===== src/rtl/dtree_pkg.sv =====
// Shared definitions for the delta-tree compression blocks: delta encoder
// FSM state encoding and the signed delta range limits.
package dtree_pkg;

  typedef enum logic [1:0] {
    DE_IDLE    = 2'd0,
    DE_PRIME   = 2'd1,
    DE_TRACK   = 2'd2,
    DE_CATCHUP = 2'd3
  } de_state_e;

  // Largest delta representable in a w-bit two's-complement field.
  function automatic integer DELTA_MAX(input integer w);
    return (1 <<< (w - 1)) - 1;
  endfunction

  // Most negative delta representable in a w-bit two's-complement field.
  function automatic integer DELTA_MIN(input integer w);
    return -(1 <<< (w - 1));
  endfunction

endpackage


===== src/rtl/delta_clamp.sv =====
// Saturates a wide signed difference into the IN_WIDTH-bit delta field and
// reports whether the difference fitted without saturation.
module delta_clamp
  import dtree_pkg::*;
#(
  parameter int IN_WIDTH = 14
) (
  input  logic signed [IN_WIDTH+1:0] diff_i,
  output logic signed [IN_WIDTH-1:0] delta_o,
  output logic                       fits_o
);

  localparam logic signed [IN_WIDTH+1:0] MAX_WIDE   = (IN_WIDTH+2)'(DELTA_MAX(IN_WIDTH));
  localparam logic signed [IN_WIDTH+1:0] MIN_WIDE   = (IN_WIDTH+2)'(DELTA_MIN(IN_WIDTH));
  localparam logic signed [IN_WIDTH-1:0] MAX_NARROW = IN_WIDTH'(DELTA_MAX(IN_WIDTH));
  localparam logic signed [IN_WIDTH-1:0] MIN_NARROW = IN_WIDTH'(DELTA_MIN(IN_WIDTH));

  // Range test and saturation; sign of the wide difference picks the rail.
  always_comb begin
    fits_o = (diff_i >= MIN_WIDE) && (diff_i <= MAX_WIDE);
    if (fits_o) begin
      delta_o = diff_i[IN_WIDTH-1:0];
    end else if (diff_i[IN_WIDTH+1]) begin
      delta_o = MIN_NARROW;
    end else begin
      delta_o = MAX_NARROW;
    end
  end

endmodule


===== src/rtl/delta_encoder.sv =====
// Streaming delta encoder: turns signed samples into load/add command beats
// for a downstream accumulator. Steps too large for one delta are split into
// saturated beats (CATCHUP) until the accumulator mirror reaches the sample.
//
// Handshakes: both ports are strict valid/ready. A transfer happens on a
// rising clk edge where valid && ready. Once out_valid is high, the beat
// fields hold until out_ready takes it. in_ready never depends on in_valid.
module delta_encoder
  import dtree_pkg::*;
#(
  parameter int IN_WIDTH = 14
) (
  input  logic                       clk,
  input  logic                       reset,
  input  logic                       start,
  input  logic                       in_valid,
  output logic                       in_ready,
  input  logic signed [IN_WIDTH:0]   sample,
  output logic                       out_valid,
  input  logic                       out_ready,
  output logic                       load,
  output logic                       add,
  output logic signed [IN_WIDTH:0]   init,
  output logic signed [IN_WIDTH-1:0] a,
  output logic                       lagging,
  output de_state_e                  dbg_state_o
);

  de_state_e state_q, state_d;

  // mirror: what the accumulator will hold after every emitted beat.
  logic signed [IN_WIDTH:0]   mirror_q, mirror_d;
  logic signed [IN_WIDTH:0]   target_q, target_d;

  logic                       out_valid_q, out_valid_d;
  logic                       load_q, load_d;
  logic                       add_q, add_d;
  logic signed [IN_WIDTH:0]   init_q, init_d;
  logic signed [IN_WIDTH-1:0] a_q, a_d;

  logic                       slot_free;
  logic                       accept;
  logic signed [IN_WIDTH:0]   diff_src;
  logic signed [IN_WIDTH+1:0] diff;
  logic signed [IN_WIDTH-1:0] delta;
  logic                       fits;
  logic signed [IN_WIDTH:0]   mirror_step;

  // Difference source: pending target in CATCHUP, incoming sample otherwise.
  always_comb begin
    diff_src    = (state_q == DE_CATCHUP) ? target_q : sample;
    diff        = {diff_src[IN_WIDTH], diff_src} - {mirror_q[IN_WIDTH], mirror_q};
    mirror_step = mirror_q + {delta[IN_WIDTH-1], delta};
  end

  delta_clamp #(
    .IN_WIDTH (IN_WIDTH)
  ) u_clamp (
    .diff_i  (diff),
    .delta_o (delta),
    .fits_o  (fits)
  );

  // Input handshake: start always blocks acceptance in its own cycle.
  always_comb begin
    slot_free = !out_valid_q || out_ready;
    in_ready  = !start && slot_free &&
                ((state_q == DE_PRIME) || (state_q == DE_TRACK));
    accept    = in_valid && in_ready;
  end

  // Next-state, mirror/target update and output-slot loading.
  always_comb begin
    state_d     = state_q;
    mirror_d    = mirror_q;
    target_d    = target_q;
    out_valid_d = out_valid_q;
    load_d      = load_q;
    add_d       = add_q;
    init_d      = init_q;
    a_d         = a_q;

    if (slot_free) begin
      out_valid_d = 1'b0;
      load_d      = 1'b0;
      add_d       = 1'b0;
      init_d      = '0;
      a_d         = '0;
    end

    if (start) begin
      // A pending beat survives; any residual is abandoned.
      state_d = DE_PRIME;
    end else begin
      case (state_q)
        DE_IDLE: ;
        DE_PRIME: begin
          if (accept) begin
            out_valid_d = 1'b1;
            load_d      = 1'b1;
            init_d      = sample;
            mirror_d    = sample;
            target_d    = sample;
            state_d     = DE_TRACK;
          end
        end
        DE_TRACK: begin
          if (accept) begin
            out_valid_d = 1'b1;
            add_d       = 1'b1;
            a_d         = delta;
            mirror_d    = mirror_step;
            target_d    = sample;
            if (!fits) state_d = DE_CATCHUP;
          end
        end
        DE_CATCHUP: begin
          if (slot_free) begin
            out_valid_d = 1'b1;
            add_d       = 1'b1;
            a_d         = delta;
            mirror_d    = mirror_step;
            if (fits) state_d = DE_TRACK;
          end
        end
        default: state_d = DE_IDLE;
      endcase
    end
  end

  // State and output-slot registers; reset drops any pending beat.
  always_ff @(posedge clk) begin
    if (reset) begin
      state_q     <= DE_IDLE;
      mirror_q    <= '0;
      target_q    <= '0;
      out_valid_q <= 1'b0;
      load_q      <= 1'b0;
      add_q       <= 1'b0;
      init_q      <= '0;
      a_q         <= '0;
    end else begin
      state_q     <= state_d;
      mirror_q    <= mirror_d;
      target_q    <= target_d;
      out_valid_q <= out_valid_d;
      load_q      <= load_d;
      add_q       <= add_d;
      init_q      <= init_d;
      a_q         <= a_d;
    end
  end

  assign out_valid   = out_valid_q;
  assign load        = load_q;
  assign add         = add_q;
  assign init        = init_q;
  assign a           = a_q;
  assign lagging     = (state_q == DE_CATCHUP);
  assign dbg_state_o = state_q;

endmodule


===== config.mk =====
export PLATFORM = sky130hd
export DESIGN_NAME = delta_encoder
export DESIGN_NICKNAME = d
export VERILOG_FILES = /design/src/rtl/dtree_pkg.sv /design/src/rtl/delta_clamp.sv /design/src/rtl/delta_encoder.sv
export SDC_FILE = /design/constraint.sdc
export NUM_CORES = 1
export LEC_CHECK = 0
export CELL_PAD_IN_SITES_DETAIL_PLACEMENT = 1
export CELL_PAD_IN_SITES_GLOBAL_PLACEMENT = 2
export CORE_MARGIN = 2
export CORE_UTILIZATION = 36
export CTS_CLUSTER_DIAMETER = 40
export DETAILED_ROUTE_END_ITERATION = 10
export PLACE_DENSITY_LB_ADDON = 0.1
export REMOVE_ABC_BUFFERS = 1
export SLEW_MARGIN = 20
export SYNTH_ARGS = -nofsm -noshare
export SYNTH_HDL_FRONTEND = slang
export SYNTH_SLANG_ARGS = --single-unit

===== constraint.sdc =====
create_clock -name clk -period 10.8 [get_ports clk]
set_input_delay 1.62 -clock clk [delete_from_list [all_inputs] [get_ports clk]]
set_output_delay 1.62 -clock clk [all_outputs]
set_load 0.05 [all_outputs]

Word level (Yosys, flattened, before mapping)
Cells that the tools add are included.
- add/sub/neg operators: 2
- multiply operators: 0
- div/mod/pow operators: 0
- $lt $le $gt $ge: 2
- equal/unequal tests: 13
- shifts and indexed selects: 0
- mux-type cells: 37
- bitwise gates (word level): 1
- reductions and logical operators: 16
- operator list (kind ; number):
    2-to-1 mux 15 bit ; 8
    2-to-1 mux 14 bit ; 6
    one-hot mux 15 bit (3 select lines) ; 1
    one-hot mux 14 bit (2 select lines) ; 1
    >= comparator 16 x 14 -> 1 bit (second input constant) ; 1
    less-or-equal comparator 16 x 14 -> 1 bit (second input constant) ; 1
    subtractor 15 x 15 -> 16 bit ; 1
    adder 15 bit ; 1
    2-to-1 mux 1 bit ; 13
    AND reduction 6 bit ; 2
    2-to-1 mux 2 bit ; 5
    inequality test 3 bit (second input constant) ; 3
    inequality test 2 bit (second input constant) ; 3
    inequality test 3 x 2 -> 1 bit (second input constant) ; 2
    one-hot mux 2 bit (3 select lines) ; 1
    AND reduction 5 bit ; 1
    == test 2 bit (second input constant) ; 2
    logical AND 1 bit ; 4
    inequality test 2 x 1 -> 1 bit (second input constant) ; 2
    one-hot mux 1 bit (2 select lines) ; 2
    nonzero test 4 bit ; 1
    OR reduction 2 bit ; 2
    AND reduction 3 bit ; 1
    nonzero test 3 bit ; 1
    4 further kinds ; 6
- bits in registers: 64
- latch bits: 0
- RAM bits: 0
- ROM bits: 0
- bits of input ports: 20
- output and inout port bits: 36
- word-level logic and storage cells: 80
- memories kept: 0

Logic depth before layout (Yosys ltp)
Gate-level depths: netlist of the first run.
- depth in word-level cells: 9
- gate-level depth with buffers: 27
- gate-level depth less buffers: 23

Cells and area by module
From an unflattened synthesis of the first run, not the netlist that was laid out.
- cells, all modules: 502
- area, all modules: 4144.0 µm²
- modules (own cells, without submodules) (module ; times used ; cells each ; area each (µm²) ; seq. area each (µm²)):
    delta_encoder ; 1 ; 464 ; 3935.0 ; 1281.2
    delta_clamp ; 1 ; 38 ; 209.0 ; 0.0

Worst setup path after synthesis of the first run
OpenSTA, ideal clock, no wires.
- path type: reg-to-reg
- start: reg state_q[1], in the netlist dbg_state_o[1]
- end: reg mirror_q[14]
- setup time: 74 ps
- data arrival time: 6834 ps
- required time: 10726 ps
- path slack: 3892 ps
- cell stages (with the launch flop): 24
- buffers on the path: 4
- period minus slack after synthesis: 6908 ps
- cells stage by stage: dfxtp_1 ha_1 clkbuf_1 clkbuf_1 buf_1 mux2_2 ha_1 a2111oi_4 a22oi_1 a31oi_2 nor3_1 or3_4 a21oi_2 buf_2 nor2_1 fa_1 a21oi_1 o21ai_0 a2111oi_0 nor2_1 a221o_1 xnor2_1 or4_1 a31oi_1
- cells in the longest elaborated chain, start to end: 9
- elaborated cells on any way between the ends: 22
- classes of those cells: add/sub (2); order compare (2); eq/ne (6); mux (6); reduce/logical (6)
- RTL lines (element ; line ; source):
    start, declared ; delta_encoder.sv:29 ; de_state_e state_q, state_d;
    start signal, assigned ; delta_encoder.sv:143 ; state_q <= state_d;
    == test 2 bit * ; -- ;
    net lagging ; delta_encoder.sv:25 ; output logic lagging,
    2-to-1 mux 15 bit ; delta_encoder.sv:51 ; diff_src = (state_q == DE_CATCHUP) ? target_q : sample;
    subtractor 15 x 15 -> 16 bit ; delta_encoder.sv:52 ; diff = {diff_src[IN_WIDTH], diff_src} - {mirror_q[IN_WIDTH], mirror_q};
    >= comparator 16 x 14 -> 1 bit or less-or-equal comparator 16 x 14 -> 1 bit (tied branches) ; delta_clamp.sv:20 ; fits_o = (diff_i >= MIN_WIDE) && (diff_i <= MAX_WIDE);
    logical AND 1 bit ; delta_clamp.sv:20 ;
    2-to-1 mux 14 bit ; delta_clamp.sv:21 ; if (fits_o) begin
    adder 15 bit ; delta_encoder.sv:53 ; mirror_step = mirror_q + {delta[IN_WIDTH-1], delta};
    2-to-1 mux 15 bit (on tied branches) ; delta_encoder.sv:118, delta_encoder.sv:108 ;
    one-hot mux 15 bit (3 select lines) ; delta_encoder.sv:95 ; case (state_q)
    end signal, assigned ; delta_encoder.sv:144 ; mirror_q <= mirror_d;
    end, declared ; delta_encoder.sv:32 ; logic signed [IN_WIDTH:0] mirror_q, mirror_d;
Mark *: on every way through the listed nets, which the timed path passes. The rest lies on a longest branch. The select of a mux whose other input is x is not followed.
A chain may end at the register's enable or synchronous reset.

Final worst setup path of the first run
- start: in sample[0]
- end: reg mirror_q[12]
- cells in the longest elaborated chain, start to end: 8
- elaborated cells on any way between the ends: 11
- classes of those cells: add/sub (2); order compare (2); mux (6); reduce/logical (1)
- RTL lines (element ; line ; source):
    start, declared ; delta_encoder.sv:18 ; input logic signed [IN_WIDTH:0] sample,
    2-to-1 mux 15 bit * ; delta_encoder.sv:51 ;
    subtractor 15 x 15 -> 16 bit * ; delta_encoder.sv:52 ;
    >= comparator 16 x 14 -> 1 bit or less-or-equal comparator 16 x 14 -> 1 bit (tied branches) ; delta_clamp.sv:20 ;
    logical AND 1 bit ; delta_clamp.sv:20 ;
    2-to-1 mux 14 bit * ; delta_clamp.sv:21 ;
    adder 15 bit * ; delta_encoder.sv:53 ;
    2-to-1 mux 15 bit (on tied branches) ; delta_encoder.sv:118, delta_encoder.sv:108 ;
    one-hot mux 15 bit (3 select lines) * ; delta_encoder.sv:95 ;
Every way passes the cells marked *; elsewhere a longest branch is shown, timed or not. The select of a mux whose other input is x is not followed.

==> results of run 1 <==
## stage by stage
step | area [um2] | utilization
final | 5300 | 0.462
after CTS | 5300 | 0.462
after global routing | 5300 | 0.462
after detailed placement | 4930 | 0.430
after global placement | 4930 | 0.430
after floorplan | 4140 | -
## cells in the final DEF (no fill, tap or decap), types with 8 or more instances in the layout
cell type and instances:
nand2_1 69, a22o_1 15, a21oi_1 49, a221oi_1 8, clkdlybuf4s50_1 55, xnor2_1 19
dfxtp_1 64, inv_1 33, mux2_2 14, clkbuf_16 9, ha_1 34, nor2_1 50
nand3_1 8, o21ai_0 19, a211oi_1 8
## power breakdown
part	leakage (nW)	switching, W	total, W	internal (W)
registers	0.519	0.0000170	0.000277	0.000260
clock network	0.172	0.000120	0.000369	0.000249
logic	1.35	0.000498	0.000805	0.000307
## flip-flops by register name, summed over array words and instances (netlist names)
| name | cells |
|---|---|
| init | 15 |
| mirror_q | 15 |
| target_q | 15 |
| a | 14 |
| dbg_state_o | 2 |
| add | 1 |
| load | 1 |
| out_valid | 1 |
## logic make-up (layout without fill, tap and decap cells)
group,count (synthesis),count (layout)
and+or+nand+nor,169,169
AOI/OAI and AO/OA,156,156
DFF,64,64
buffers and inverters,58,111
adders and majority gates,36,36
xor gates and xnor gates,26,26
muxes,15,15
## worst max-delay path, cell delays in order
cell,delay [ns]
clkdlybuf4s50_1,0.47
mux2i_1,0.23
ha_1,0.19
inv_1,0.05
fa_1,0.40
a21oi_1,0.25
o211ai_1,0.20
a31oi_2,0.27
nor3_1,0.11
or3_4,0.39
a21oi_2,0.59
a21oi_1,0.10
ha_1,0.25
fa_1,0.41
a21oi_1,0.21
o21ai_0,0.13
a2111oi_0,0.52
o311ai_0,0.33
o31ai_1,0.34
xor2_1,0.11
a211oi_1,0.28
o21ba_2,0.17
## cell type report
cell class,count,share of cell area
Multi-Input combinational cell,402,0.517
Clock buffer,9,0.0425
Tap cell,143,0.0338
Inverter,34,0.0250
Sequential cell,64,0.242
Timing Repair Buffer,61,0.112
Clock inverter,7,0.0271
## worst min-delay path by stage
stage               depth (start not counted)    startpoint            to  slack [ns]
CTS                                         2   target_q[9]   target_q[9]        0.46
global placement                            2          a[8]          a[8]        0.43
floorplan                                   2  target_q[10]  target_q[10]        0.43
detailed placement                          2   target_q[9]   target_q[9]        0.45
finish                                      2   target_q[9]   target_q[9]        0.45
global route                                2   target_q[2]   target_q[2]        0.48
## metal layers
layer	part of all wire	global-route usage	wire, um	up-vias
li1	-	-	-	1970
met1	0.45	0.287	6240	1939
met2	0.48	0.386	6670	71
met3	0.043	0.0508	598	16
met4	0.020	0.0813	273	0
met5	0	0	0	-
==> key figures, run 1 <==
Critical path
  • Worst Setup SP: sample[0]
  • Startpoint Class: input pin
  • Setup crit end: mirror_q[12]
  • RR Startpoint: dbg_state_o[0]
  • CP Class: input pin to register
  • CP endpoint kind: register
  • CP max FO: 13
  • Req. time, crit path: 11.10 ns
  • FF-to-FF setup slack: 4.17 ns
  • Reg2reg end: mirror_q[12]
  • Worst reg-to-reg path cell count: 23
  • CP Data Arrival Time: 7.62 ns

STA
  • Max-slew violations: 0
  • Hold slack: 0.453 ns
  • Slew @ Worst Pin: 1.09 ns
  • Worst relative slew slack: 0.275
  • Final worst path period share: 0.678
  • Max Fclk: 0.137 GHz
  • Final number of setup-violating endpoints: 0
  • Minimum clock period: 7.32 ns
  • RSZ-0062 raised after global routing: false
  • Clock skew: 0.00655 ns
  • Final WS setup: 3.48 ns
  • Setup_tns: 0 ns
  • Hold Fails Final Rpt: 0

Floorplan
  • Die Wd: 113 um
  • Row cnt: 39
  • DIE AREA: 12700 um2
  • I/O pin count: 56
  • Initial core utilization: 0.370
  • Die Span Y: 113 um
  • CORE AREA: 11500 um2

Drt
  • Post-DR vias/cell: 5.55
  • Total Wirelength: 13800 um
  • Average wire per standard cell: 19.1 um
  • 1st-pass router iterations: 4
  • Post-route antenna net violation count: 0
  • Via count: 3996
  • Iter 0 DRT Violations: 133
  • Post-route DRC: 0

Synthesis
  • Compound-Gate Fraction of Synth Area: 0.260
  • Ys Warns: 0
  • Mapped Area: 4240 um2
  • Most common cell in the synthesized netlist: nand2_1
  • Dominant cells by area after synthesis: dfxtp_1 (30%), ha_1 (10%), nand2_1 (6.1%), a21oi_1 (5.8%), nor2_1 (4.6%)
  • Distinct cells, synth: 67
  • Synth Area in Adders: 0.110
  • Post-synthesis async set-or-reset flop share: 0
  • Dominant synthesized flop cell: dfxtp_1
  • XOR/XNOR Fraction of Synth Area: 0.0555
  • Synth Area per Inst: 8.09 um2
  • Mux cell area share after synthesis: 0.0396
  • Post-synth EDFFs: 0
  • Flops & latches, synth: 64
  • Cells after Synth: 524
  • Post-synthesis simple-gate area fraction: 0.179
  • Post-synth top cells: nand2_1 (69), dfxtp_1 (64), nor2_1 (52)
  • Seq/Total Area, Yosys: 0.302
  • Synth area leader: dfxtp_1
  • Area share of the largest cell type after synthesis: 0.302
  • Largest family of logic cells by synthesized area: compound AO/OA/AOI/OAI gates

Power
  • Worst vdd ir: 0.000114 V
  • Lkg Pwr: 2.04 nW
  • Tot Pwr: 0.00145 W
  • Pwr dens: 274 nW/um2

Global routing
  • Total global-route track usage: 0.228
  • Initial antenna violation count: 0
  • First-pass GRT wire length: 22500 um
  • Largest net degree at the start of global routing: 44
  • GR Overflow Total: 0
  • Vias in the first global route: 4267

Layout
  • Final #Nets: 628
  • Multi-input gate area: 2740 um2
  • Fill cells: 1391
  • Area grow syn2layout: 25.0%
  • Share of layout cells above drive strength 1: 0.101
  • Antenna diodes: 0
  • Layout Cells excl Fill: 720
  • Sequential Area: 1280 um2

Status
  • Status: complete, no violations

Placed design
  • Place WS: 3.11 ns
  • Placer congestion estimate: 0.843
  • Placed cells: 704
  • HPWL after detailed placement: 9840 um
  • IO buf count: 55

Job
  • Max-cap violations: 0

Clocking
  • Post-CTS Hold Buffers: 0
  • # resized after CTS: 0
  • TritonCTS Sinks: 64
  • CTS Buffer Depth: 2
  • H-tree lvl count: 3
  • Root buffer cell: clkbuf_16
  • Setup bufs post-CTS: 0
  • CTS tree: built
  • CTS buffer count: 9
  • Clock-pin slew on the worst setup and hold paths: 0.06 ns
  • Worst-Skew Late Latency: 0.35 ns

Worst hold path
  • Hold/Removal Path Class: register to register
(Power assumes the default switching activity.)
==> run 2: changes to the inputs <==
--- a/config.mk
+++ b/config.mk
@@ -8,7 +8,7 @@
 export CELL_PAD_IN_SITES_DETAIL_PLACEMENT = 1
 export CELL_PAD_IN_SITES_GLOBAL_PLACEMENT = 2
 export CORE_MARGIN = 2
-export CORE_UTILIZATION = 36
+export CORE_UTILIZATION = 33
 export CTS_CLUSTER_DIAMETER = 40
 export DETAILED_ROUTE_END_ITERATION = 10
 export PLACE_DENSITY_LB_ADDON = 0.1
==> constraint.sdc (replaced) <==
create_clock -name clk -period 6.8 [get_ports clk]
set_input_delay 1.02 -clock clk [delete_from_list [all_inputs] [get_ports clk]]
set_output_delay 1.02 -clock clk [all_outputs]
set_load 0.05 [all_outputs]
==> key figures, run 2 (synthesis gave the netlist of run 1 again) <==
Drt
  • 1st-pass router iterations: 4 (unchanged)
  • Average wire per standard cell: 19.1 um (-0.25%)
  • Total Wirelength: 14400 um (+4.7%)
  • Post-route DRC: 0 (unchanged)
  • Iter 0 DRT Violations: 179 (+35%)
  • Via count: 4048 (+1.3%)
  • Post-route antenna net violation count: 0 (unchanged)
  • Post-DR vias/cell: 5.35 (-3.5%)

Power
  • Tot Pwr: 0.00229 W (+58%)
  • Worst vdd ir: 0.000134 V (+18%)
  • Lkg Pwr: 2.06 nW (+0.96%)
  • Pwr dens: 427 nW/um2 (+56%)

Layout
  • Share of layout cells above drive strength 1: 0.113 (+0.0125)
  • Commonest non-fill, non-tap cells in the layout: nand2_1 (69), dfxtp_1 (64), clkdlybuf4s50_1 (55), nor2_1 (50), a21oi_1 (49)
  • Antenna diodes: 0 (unchanged)
  • Area grow syn2layout: 26.5%
  • Commonest non-fill, non-tap cell in the layout: nand2_1
  • Fill cells: 1514 (+8.8%)
  • Final #Nets: 635 (+1.1%)

Clocking
  • TritonCTS Sinks: 64 (unchanged)
  • CTS buffer count: 9 (unchanged)
  • Root buffer cell: clkbuf_16
  • Post-CTS Hold Buffers: 0 (unchanged)
  • H-tree lvl count: 3 (unchanged)
  • CTS tree: built
  • Worst-Skew Late Latency: 0.35 ns (about the same)
  • Clock-pin slew on the worst setup and hold paths: 0.06 ns (about the same)
  • CTS Buffer Depth: 2 (unchanged)

Placed design
  • HPWL after detailed placement: 10500 um (+7.0%)
  • IO buf count: 55 (unchanged)
  • Placer congestion estimate: 0.839 (-0.40%)

Job
  • Max-cap violations: 0 (unchanged)

STA
  • Final number of setup-violating endpoints: 0 (unchanged)
  • Max Fclk: 0.161 GHz
  • Hold Fails Final Rpt: 0 (unchanged)
  • Slew @ Worst Pin: 0.886 ns (-0.200 ns)
  • Max-slew violations: 0 (unchanged)
  • Minimum clock period: 6.22 ns
  • Setup_tns: 0 ns (unchanged)
  • Final worst path period share: 0.915
  • Clock skew: 0.0106 ns (+0.00402 ns)
  • Worst relative slew slack: 0.408 (+0.132)
  • RSZ-0062 raised after global routing: false

Global routing
  • Vias in the first global route: 4221 (-1.1%)
  • First-pass GRT wire length: 23500 um (+4.7%)
  • Total global-route track usage: 0.218 (-0.0105)
  • Initial antenna violation count: 0 (unchanged)
  • GR Overflow Total: 0 (unchanged)
  • Largest net degree at the start of global routing: 27 (-39%)

Floorplan
  • Row cnt: 41 (+5.1%)
  • Die Wd: 117 um (+4.3%)
  • DIE AREA: 13800 um2 (+8.8%)
  • CORE AREA: 12600 um2 (+9.6%)
  • Initial core utilization: 0.337 (-0.0324)
  • Die Span Y: 117 um (+4.3%)
  • I/O pin count: 56 (unchanged)

Critical path
  • CP Data Arrival Time: 6.49 ns (-1.13 ns)
  • RR Startpoint: dbg_state_o[1]
  • Worst Setup SP: sample[0]
  • CP endpoint kind: register
  • Startpoint Class: input pin
  • CP Class: input pin to register
  • CP max FO: 4 (-9)
  • Req. time, crit path: 7.08 ns (-4.02 ns)

Worst hold path
  • Hold/Removal Path Class: register to register
  • Hold path start: a[11]

Status
  • Status: complete, no violations
==> run 2: cell types whose count changed in the layout (fill, tap and decap cells not counted), sizes merged <==
cell / delta
clkinv: +2
bufinv: -1
buf: +7
clkinvlp: -1
==> run 2: layout make-up <==
type | count | area [um2] | share of cell area
Sequential cell | 64 | 1280 | 0.239
Tap cell | 172 | 215 | 0.0401
Multi-Input combinational cell | 402 | 2740 | 0.511
Timing Repair Buffer | 68 | 648 | 0.121
Clock buffer | 9 | 225 | 0.0420
Inverter | 34 | 133 | 0.0247
Clock inverter | 7 | 120 | 0.0224
==> run 2: worst paths after layout <==
kind | cells after the start | end | slack, ns
setup / recovery | 23 | mirror_q[14] | 0.58
hold / removal | 2 | a[11] | 0.45
setup reg to reg | 23 | mirror_q[14] | 0.65
hold reg to reg | 2 | a[11] | 0.45
==> run 2: routing by layer <==
layer / share of wire / up-vias / GRT usage
met2: 0.48 / 73 / 0.359
li1: - / 1977 / -
met4: 0.022 / 0 / 0.0813
met5: 0 / - / 0
met3: 0.036 / 25 / 0.0447
met1: 0.46 / 1973 / 0.281
==> run 2: timing repair <==
item,CTS,global route
resized for setup,0,1
buffers inserted,0,0
setup endpoints to repair,0,3
==> run 2: stage by stage <==
step	instances	area, um2	worst slack, ns	utilization	hold slack [ns]
2_1_floorplan	500	4140	0.167	-	0.427
3_3_place_gp	740	5010	0.396	0.399	0.435
3_5_place_dp	740	5010	0.143	0.399	0.441
4_1_cts	756	5360	0.246	0.426	0.452
5_1_grt	756	5360	0.0635	0.427	0.480
6_report	756	5360	0.580	0.427	0.447
==> run 2: report_power, final <==
| group | switching (W) | internal, W | total, W |
|---|---|---|---|
| Combinational | 0.000796 | 0.000503 | 0.00130 |
| Clock | 0.000189 | 0.000358 | 0.000548 |
| Sequential | 0.0000283 | 0.000413 | 0.000441 |
==> run 2: worst max-delay path: stages <==
cell and delay (ns):
clkdlybuf4s50_1 0.46, mux2i_1 0.21, ha_1 0.18, inv_1 0.05, fa_1 0.40, a21oi_1 0.28
o211ai_1 0.17, a31oi_2 0.24, nor3_1 0.12, or3_4 0.40, a21oi_2 0.22, a21oi_1 0.08
ha_1 0.22, fa_1 0.40, a21oi_1 0.21, o21ai_0 0.13, a2111oi_0 0.42, buf_4 0.19
nor2_1 0.06, a221o_1 0.34, xnor2_1 0.15, or4_1 0.39, a31oi_1 0.15
==> run 3: changes to the inputs <==
--- a/config.mk
+++ b/config.mk
@@ -13,7 +13,7 @@
 export DETAILED_ROUTE_END_ITERATION = 10
 export PLACE_DENSITY_LB_ADDON = 0.1
 export REMOVE_ABC_BUFFERS = 1
-export SLEW_MARGIN = 20
+export SLEW_MARGIN = 5
 export SYNTH_ARGS = -nofsm -noshare
 export SYNTH_HDL_FRONTEND = slang
 export SYNTH_SLANG_ARGS = --single-unit
==> results of run 3 <==
No change in the layout: final DEF, timing and power equal those of run 2.
